--- config.mk ---
export PLATFORM = sky130hd
export DESIGN_NAME = ic_period_fifo_flat
export DESIGN_NICKNAME = d
export VERILOG_FILES = /design/src/rtl/ic_period_fifo_if.sv /design/src/rtl/ic_period_fifo.sv /design/src/flat_wrapper.sv
export SDC_FILE = /design/constraint.sdc
export NUM_CORES = 1
export LEC_CHECK = 0
export CORE_MARGIN = 2
export CORE_UTILIZATION = 35
export CTS_CLUSTER_DIAMETER = 30
export CTS_CLUSTER_SIZE = 28
export DETAILED_ROUTE_END_ITERATION = 16
export PLACE_DENSITY = 0.55
export SYNTH_ARGS = -nofsm -noshare
export SYNTH_HDL_FRONTEND = slang
export SYNTH_SLANG_ARGS = --single-unit
--- constraint.sdc ---
create_clock -name i_sysclk -period 3.4 [get_ports i_sysclk]
set_clock_uncertainty 0.15 [all_clocks]
set_input_delay 0.85 -clock i_sysclk [delete_from_list [all_inputs] [get_ports i_sysclk]]
set_output_delay 0.85 -clock i_sysclk [all_outputs]
set_load 0.05 [all_outputs]
--- src/rtl/ic_period_fifo_if.sv ---
// Capture-side / bus-side signal bundle for ic_period_fifo.
// Optional min/max statistics signals exist only when IC_PERIOD_MINMAX_EN is defined.
interface ic_period_fifo_if #(
   parameter int unsigned CNT_W      = 16,
   parameter int unsigned DEPTH_LOG2 = 3
);
   logic                  i_en;
   logic                  i_ic_flg;
   logic [CNT_W-1:0]      i_cnt;
   logic                  o_clr;
   logic                  o_valid;
   logic [CNT_W-1:0]      o_data;
   logic                  i_rd;
   logic [DEPTH_LOG2:0]   o_level;
   logic                  o_ovf;
   logic                  i_ovf_clr;
`ifdef IC_PERIOD_MINMAX_EN
   logic [CNT_W-1:0]      o_min;
   logic [CNT_W-1:0]      o_max;
   logic                  i_stat_clr;

   modport slave (
      input  i_en, i_ic_flg, i_cnt, i_rd, i_ovf_clr, i_stat_clr,
      output o_clr, o_valid, o_data, o_level, o_ovf, o_min, o_max
   );
   modport master (
      output i_en, i_ic_flg, i_cnt, i_rd, i_ovf_clr, i_stat_clr,
      input  o_clr, o_valid, o_data, o_level, o_ovf, o_min, o_max
   );
`else
   modport slave (
      input  i_en, i_ic_flg, i_cnt, i_rd, i_ovf_clr,
      output o_clr, o_valid, o_data, o_level, o_ovf
   );
   modport master (
      output i_en, i_ic_flg, i_cnt, i_rd, i_ovf_clr,
      input  o_clr, o_valid, o_data, o_level, o_ovf
   );
`endif
endinterface

--- src/rtl/ic_period_fifo.sv ---
// Period measurement from input-capture events, buffered in a FWFT FIFO.
// Define IC_PERIOD_MINMAX_EN to add running min/max period statistics.
module ic_period_fifo #(
   parameter int unsigned CNT_W      = 16,
   parameter int unsigned DEPTH_LOG2 = 3
) (
   input  logic              i_sysclk,
   input  logic              i_sysrst,
   ic_period_fifo_if.slave   bus
);
   localparam int unsigned DEPTH = 1 << DEPTH_LOG2;
   localparam logic [DEPTH_LOG2:0] FULL_LVL = {1'b1, {DEPTH_LOG2{1'b0}}};

   typedef enum logic {IDLE, ARMED} state_t;

   state_t                  state;
   logic                    flg_d;
   logic                    clr;
   logic [CNT_W-1:0]        prev_cnt;
   logic [CNT_W-1:0]        mem [DEPTH];
   logic [DEPTH_LOG2-1:0]   rd_ptr;
   logic [DEPTH_LOG2-1:0]   wr_ptr;
   logic [DEPTH_LOG2:0]     level;
   logic [DEPTH_LOG2:0]     level_nxt;
   logic                    ovf;

   logic                    cap_ev;
   logic                    calc;
   logic                    full;
   logic                    pop;
   logic                    wr;
   logic [CNT_W-1:0]        period;

   assign cap_ev = bus.i_ic_flg && !flg_d && bus.i_en;
   assign calc   = cap_ev && (state == ARMED);
   assign period = bus.i_cnt - prev_cnt;
   assign full   = (level == FULL_LVL);
   assign pop    = bus.i_rd && (level != '0);
   // A pop at full frees the slot the push overwrites, so the push is never lost then.
   assign wr     = calc && (!full || pop);

   always_comb begin
      level_nxt = level;
      case ({wr, pop})
         2'b10:   level_nxt = level + 1'b1;
         2'b01:   level_nxt = level - 1'b1;
         default: level_nxt = level;
      endcase
   end

   always_ff @(posedge i_sysclk) begin
      if (i_sysrst) begin
         state    <= IDLE;
         flg_d    <= 1'b0;
         clr      <= 1'b0;
         prev_cnt <= '0;
      end else begin
         flg_d <= bus.i_ic_flg;
         clr   <= cap_ev;
         if (!bus.i_en) begin
            state <= IDLE;
         end else if (cap_ev) begin
            prev_cnt <= bus.i_cnt;
            state    <= ARMED;
         end
      end
   end

   always_ff @(posedge i_sysclk) begin
      if (i_sysrst) begin
         mem    <= '{default: '0};
         rd_ptr <= '0;
         wr_ptr <= '0;
         level  <= '0;
         ovf    <= 1'b0;
      end else begin
         if (wr) begin
            mem[wr_ptr] <= period;
            wr_ptr      <= wr_ptr + 1'b1;
         end
         if (pop) begin
            rd_ptr <= rd_ptr + 1'b1;
         end
         level <= level_nxt;
         if (calc && full && !pop) begin
            ovf <= 1'b1;
         end else if (bus.i_ovf_clr) begin
            ovf <= 1'b0;
         end
      end
   end

   assign bus.o_clr   = clr;
   assign bus.o_level = level;
   assign bus.o_ovf   = ovf;
   assign bus.o_valid = (level != '0);
   assign bus.o_data  = (level != '0) ? mem[rd_ptr] : '0;

`ifdef IC_PERIOD_MINMAX_EN
   logic [CNT_W-1:0] min_q;
   logic [CNT_W-1:0] max_q;

   // A period coinciding with a clear is folded into the freshly cleared values.
   always_ff @(posedge i_sysclk) begin
      if (i_sysrst) begin
         min_q <= '1;
         max_q <= '0;
      end else if (bus.i_stat_clr) begin
         min_q <= calc ? period : '1;
         max_q <= calc ? period : '0;
      end else if (calc) begin
         if (period < min_q) min_q <= period;
         if (period > max_q) max_q <= period;
      end
   end

   assign bus.o_min = min_q;
   assign bus.o_max = max_q;
`endif
endmodule

--- src/flat_wrapper.sv ---
// flat-port wrapper written by rule: the top's interface ports become plain ports
module ic_period_fifo_flat 
#(
   parameter int unsigned CNT_W      = 16,
   parameter int unsigned DEPTH_LOG2 = 3
)
  (i_sysclk, i_sysrst, bus_i_en, bus_i_ic_flg, bus_i_cnt, bus_i_rd, bus_i_ovf_clr, bus_o_clr, bus_o_valid, bus_o_data, bus_o_level, bus_o_ovf);
  ic_period_fifo_if #(.CNT_W(CNT_W), .DEPTH_LOG2(DEPTH_LOG2)) bus_i ();
  input  logic i_sysclk;
  input  logic i_sysrst;
  input wire logic [$bits(bus_i.i_en)-1:0] bus_i_en;
  input wire logic [$bits(bus_i.i_ic_flg)-1:0] bus_i_ic_flg;
  input wire logic [$bits(bus_i.i_cnt)-1:0] bus_i_cnt;
  input wire logic [$bits(bus_i.i_rd)-1:0] bus_i_rd;
  input wire logic [$bits(bus_i.i_ovf_clr)-1:0] bus_i_ovf_clr;
  output wire logic [$bits(bus_i.o_clr)-1:0] bus_o_clr;
  output wire logic [$bits(bus_i.o_valid)-1:0] bus_o_valid;
  output wire logic [$bits(bus_i.o_data)-1:0] bus_o_data;
  output wire logic [$bits(bus_i.o_level)-1:0] bus_o_level;
  output wire logic [$bits(bus_i.o_ovf)-1:0] bus_o_ovf;
  assign bus_i.i_en = bus_i_en;
  assign bus_i.i_ic_flg = bus_i_ic_flg;
  assign bus_i.i_cnt = bus_i_cnt;
  assign bus_i.i_rd = bus_i_rd;
  assign bus_i.i_ovf_clr = bus_i_ovf_clr;
  assign bus_o_clr = bus_i.o_clr;
  assign bus_o_valid = bus_i.o_valid;
  assign bus_o_data = bus_i.o_data;
  assign bus_o_level = bus_i.o_level;
  assign bus_o_ovf = bus_i.o_ovf;
  ic_period_fifo #(.CNT_W(CNT_W), .DEPTH_LOG2(DEPTH_LOG2)) u_core (.i_sysclk(i_sysclk), .i_sysrst(i_sysrst), .bus(bus_i));
endmodule
==> impl_metrics.yaml <==
power_and_ir_drop:
  leakagePower_nw: 3.23
  power.ir.vdd_worst_v: 0.000401
  power.total_mw: 4.62
  total_power_density_per_cell_area_nw_per_um2: 493
drt:
  routedWlPerCell_um: 16.6
  detail_route.vias_per_cell: 5.11
  detail_route.iter0.violations: 404
  ant_nets: 0
  dr.pass1.iters: 5
  drc_errors: 0
  routed_via_count: 6510
  wl_um: 21100
timing:
  rsz0062_at_grt: "false"
  post-route-worst-setup-slack_ns: 0.197
  min_period_over_period_pct: 94.2
  report.final.slew_viol_count: 0
  finalSetupViolations: 0
  timing_hold_violations_final: 0
  timing_worst_slew_pin_value_ns: 0.721
  totalNegativeSetupSlack_ns: 0
  max_slew_margin_pct: 51.9
  period_minus_ws_final_ns: 3.20
  highest_clock_rate_mhz: 312
clocking:
  cts.hold.buffers_added: 0
  clk_pin_slew_worst_paths_ns: 0.06
  cts_made_buffers: 17
  clk_path_buf_depth: 2
  post_cts.repair.setup_buffers: 0
  cts_root_buffer: "sky130_fd_sc_hd__clkbuf_16"
  ctsHtreeMaxLevel: 4
  cts.sinks: 158
  cts_resized: 0
  worstSkewPairLatency_ns: 0.43
  cts_tree: "built"
finish:
  final-instance-count-excl-fill: 1275
  area.growth.synth_to_final_pct: 20.3
  antennaDiodeCount: 0
  net_count_reported_at_finish: 1024
  final.fill_count: 2196
  post_route_cells_drive_above_1_share_pct: 17.0
global_route:
  grt_max_degree: 94
  initial_antenna_violation_count: 0
  grt_util_all_layers_pct: 18.2
  grt_first_pass_wirelength_um: 33900
  globalRoute.totalOverflow: 0
  first_global_vias: 6267
status:
  outcome: "finished clean"
die:
  coreArea_um2: 21800
  floorplan.die.height_um: 153
  floorplan.die_area_um2: 23400
  ios: 45
  row_count: 54
  die_width_um: 153
  floorplan.initialDensity_pct: 35.7
synth:
  synth.ff_latch_count: 158
  yosysTopAreaCell: "sky130_fd_sc_hd__dfxtp_1"
  synth_area_um2: 7780
  asyncSetResetFlopFracSynth_pct: 0
  synth_enable_flop_cells: 0
  post_synth_main_area_contributors: "sky130_fd_sc_hd__dfxtp_1, sky130_fd_sc_hd__nand2_1, sky130_fd_sc_hd__mux4_2"
  synthesis.instances: 918
  mappedNetlistNets: 959
  synth.lib_cells_used.distinct: 62
  yosysTopAreaCellShare_pct: 40.6
  yosys_most_used_dff: "sky130_fd_sc_hd__dfxtp_1"
  synth_area_per_cell_um2: 8.48
  seq_area_frac_synth_pct: 40.6
  number_of_warning_messages_in_the_yosys_log: 0
run:
  drv_cap: 0
setup_path:
  critPathArrivalTime_ns: 2.20
  worst_setup_path_end_kind: "output port"
  critical_path.startpoint_type: "flop"
  cp.required_ns: 2.40
  timing.critical_path.fanout_max: 7
  timing_worst_setup_path_type: "flop to output port"
hold_path:
  worst_hold_path_type: "flop to flop"
placed_design:
  place.detailed.instances: 1244
  hpwlAfterDp_um: 14500
  place.port_buffers: 44
  place.gp.congestion: 0.764
  dp_slack_ns: -0.141
worst paths after layout:
check / from / to / slack, ns / cells past startpoint
setup / recovery: u_core.rd_ptr[0] / bus_o_data[6] / 0.20 / 5
hold / removal: u_core.mem[106] / u_core.mem[106] / 0.30 / 2
setup reg to reg: u_core.prev_cnt[2] / u_core.mem[47] / 0.80 / 9
hold reg to reg: u_core.mem[106] / u_core.mem[106] / 0.30 / 2
layout by cell type, fill, tap and decap left out, types with 3 or more instances in the layout:
cell,instances
sky130_fd_sc_hd__xor2_1,9
sky130_fd_sc_hd__o21ai_0,10
sky130_fd_sc_hd__dfxtp_1,156
sky130_fd_sc_hd__clkdlybuf4s50_1,27
sky130_fd_sc_hd__nand3_1,19
sky130_fd_sc_hd__mux4_2,32
sky130_fd_sc_hd__o21bai_1,3
sky130_fd_sc_hd__xnor2_1,7
sky130_fd_sc_hd__o21a_1,3
sky130_fd_sc_hd__o311ai_1,4
sky130_fd_sc_hd__nor3_1,7
sky130_fd_sc_hd__nand3b_1,6
sky130_fd_sc_hd__ha_1,18
sky130_fd_sc_hd__nand2_1,246
sky130_fd_sc_hd__a21oi_1,136
sky130_fd_sc_hd__buf_12,7
sky130_fd_sc_hd__nand4_1,7
sky130_fd_sc_hd__mux2i_1,20
sky130_fd_sc_hd__a21o_1,7
sky130_fd_sc_hd__buf_4,76
sky130_fd_sc_hd__nand2b_1,4
sky130_fd_sc_hd__nor2_1,59
sky130_fd_sc_hd__a211oi_1,15
sky130_fd_sc_hd__nor2b_1,5
sky130_fd_sc_hd__clkbuf_16,17
sky130_fd_sc_hd__a22o_1,4
sky130_fd_sc_hd__inv_1,25
sky130_fd_sc_hd__clkinv_2,5
sky130_fd_sc_hd__a211oi_2,3
sky130_fd_sc_hd__and3_1,5
cell type report:
class / instances / area (µm²) / share of cell area [%]
clock buffer: 20 / 457 / 4.88
clock inverter: 11 / 118 / 1.26
inverter: 26 / 97.6 / 1.04
multi-input combinational: 670 / 4190 / 44.8
sequential: 158 / 3170 / 33.8
tap: 280 / 350 / 3.74
timing repair buffer: 110 / 981 / 10.5
registers in the layout (all words and copies together), names as in the netlist:
name / cells
u_core.mem: 128
u_core.flg_d: 1
u_core.bus.o_clr: 1
u_core.state: 1
u_core.bus.o_level: 4
u_core.bus.o_ovf: 1
u_core.prev_cnt: 16
u_core.rd_ptr: 3
u_core.wr_ptr: 3
critical path, cell delays in order (launching register included):
cell	delay, ns
sky130_fd_sc_hd__dfxtp_2	0.44
sky130_fd_sc_hd__buf_4	0.24
sky130_fd_sc_hd__mux4_2	0.52
sky130_fd_sc_hd__mux2i_1	0.28
sky130_fd_sc_hd__nor2_1	0.08
sky130_fd_sc_hd__buf_4	0.20
kinds of logic (layout without fill, tap and decap cells):
| group | Yosys count | after routing | share of synthesized area (%) |
|---|---|---|---|
| XOR/XNOR | 17 | 17 | 2.01 |
| buffers and inverters | 90 | 167 | 5.47 |
| multiplexers | 52 | 52 | 11.8 |
| adder cells (fa/ha/maj) | 19 | 19 | 3.15 |
| AND/OR/NAND/NOR | 380 | 380 | 21.2 |
| flip-flops | 158 | 158 | 40.6 |
| AO/OA/AOI/OAI | 202 | 202 | 15.7 |
synthesized netlist by cell type, types with 4 or more instances:
cell and n:
sky130_fd_sc_hd__a211oi_1 15, sky130_fd_sc_hd__a21o_1 7, sky130_fd_sc_hd__a21oi_1 136, sky130_fd_sc_hd__a22o_1 4, sky130_fd_sc_hd__and3_1 5, sky130_fd_sc_hd__buf_1 5, sky130_fd_sc_hd__buf_2 19, sky130_fd_sc_hd__buf_6 7
sky130_fd_sc_hd__clkbuf_1 30, sky130_fd_sc_hd__dfxtp_1 158, sky130_fd_sc_hd__ha_1 18, sky130_fd_sc_hd__inv_1 25, sky130_fd_sc_hd__mux2i_1 20, sky130_fd_sc_hd__mux4_2 32, sky130_fd_sc_hd__nand2_1 246, sky130_fd_sc_hd__nand2b_1 4
sky130_fd_sc_hd__nand3_1 19, sky130_fd_sc_hd__nand3b_1 6, sky130_fd_sc_hd__nand4_1 7, sky130_fd_sc_hd__nor2_1 59, sky130_fd_sc_hd__nor2b_1 5, sky130_fd_sc_hd__nor3_1 7, sky130_fd_sc_hd__o21ai_0 10, sky130_fd_sc_hd__o311ai_1 4
sky130_fd_sc_hd__xnor2_1 7, sky130_fd_sc_hd__xor2_1 9
routing by layer:
metal	track usage, %	share of wire [%]	vias to the layer above
met5	0	0	-
met4	4.81	1.3	0
met3	3.26	3.5	24
met2	29.9	47	123
met1	24.8	48	3078
li1	-	-	3285
where the power goes:
| part | internal [mW] | leakage, nW | switching [mW] |
|---|---|---|---|
| Combinational | 0.325 | 1.68 | 0.502 |
| Clock | 1.11 | 0.281 | 0.772 |
| Sequential | 1.88 | 1.28 | 0.0325 |
| Total | 3.31 | 3.23 | 1.31 |
stage by stage:
| stage | instance area [µm²] | utilization, % | hold slack [ns] |
|---|---|---|---|
| after CTS | 9360 | 42.9 | 0.301 |
| after global routing | 9360 | 42.9 | 0.317 |
| after floorplan | 7780 | - | 0.270 |
| after global placement | 8790 | 40.3 | 0.288 |
| after detailed placement | 8790 | 40.3 | 0.292 |
| final | 9360 | 42.9 | 0.299 |
Power figures use the tool's default switching activity.
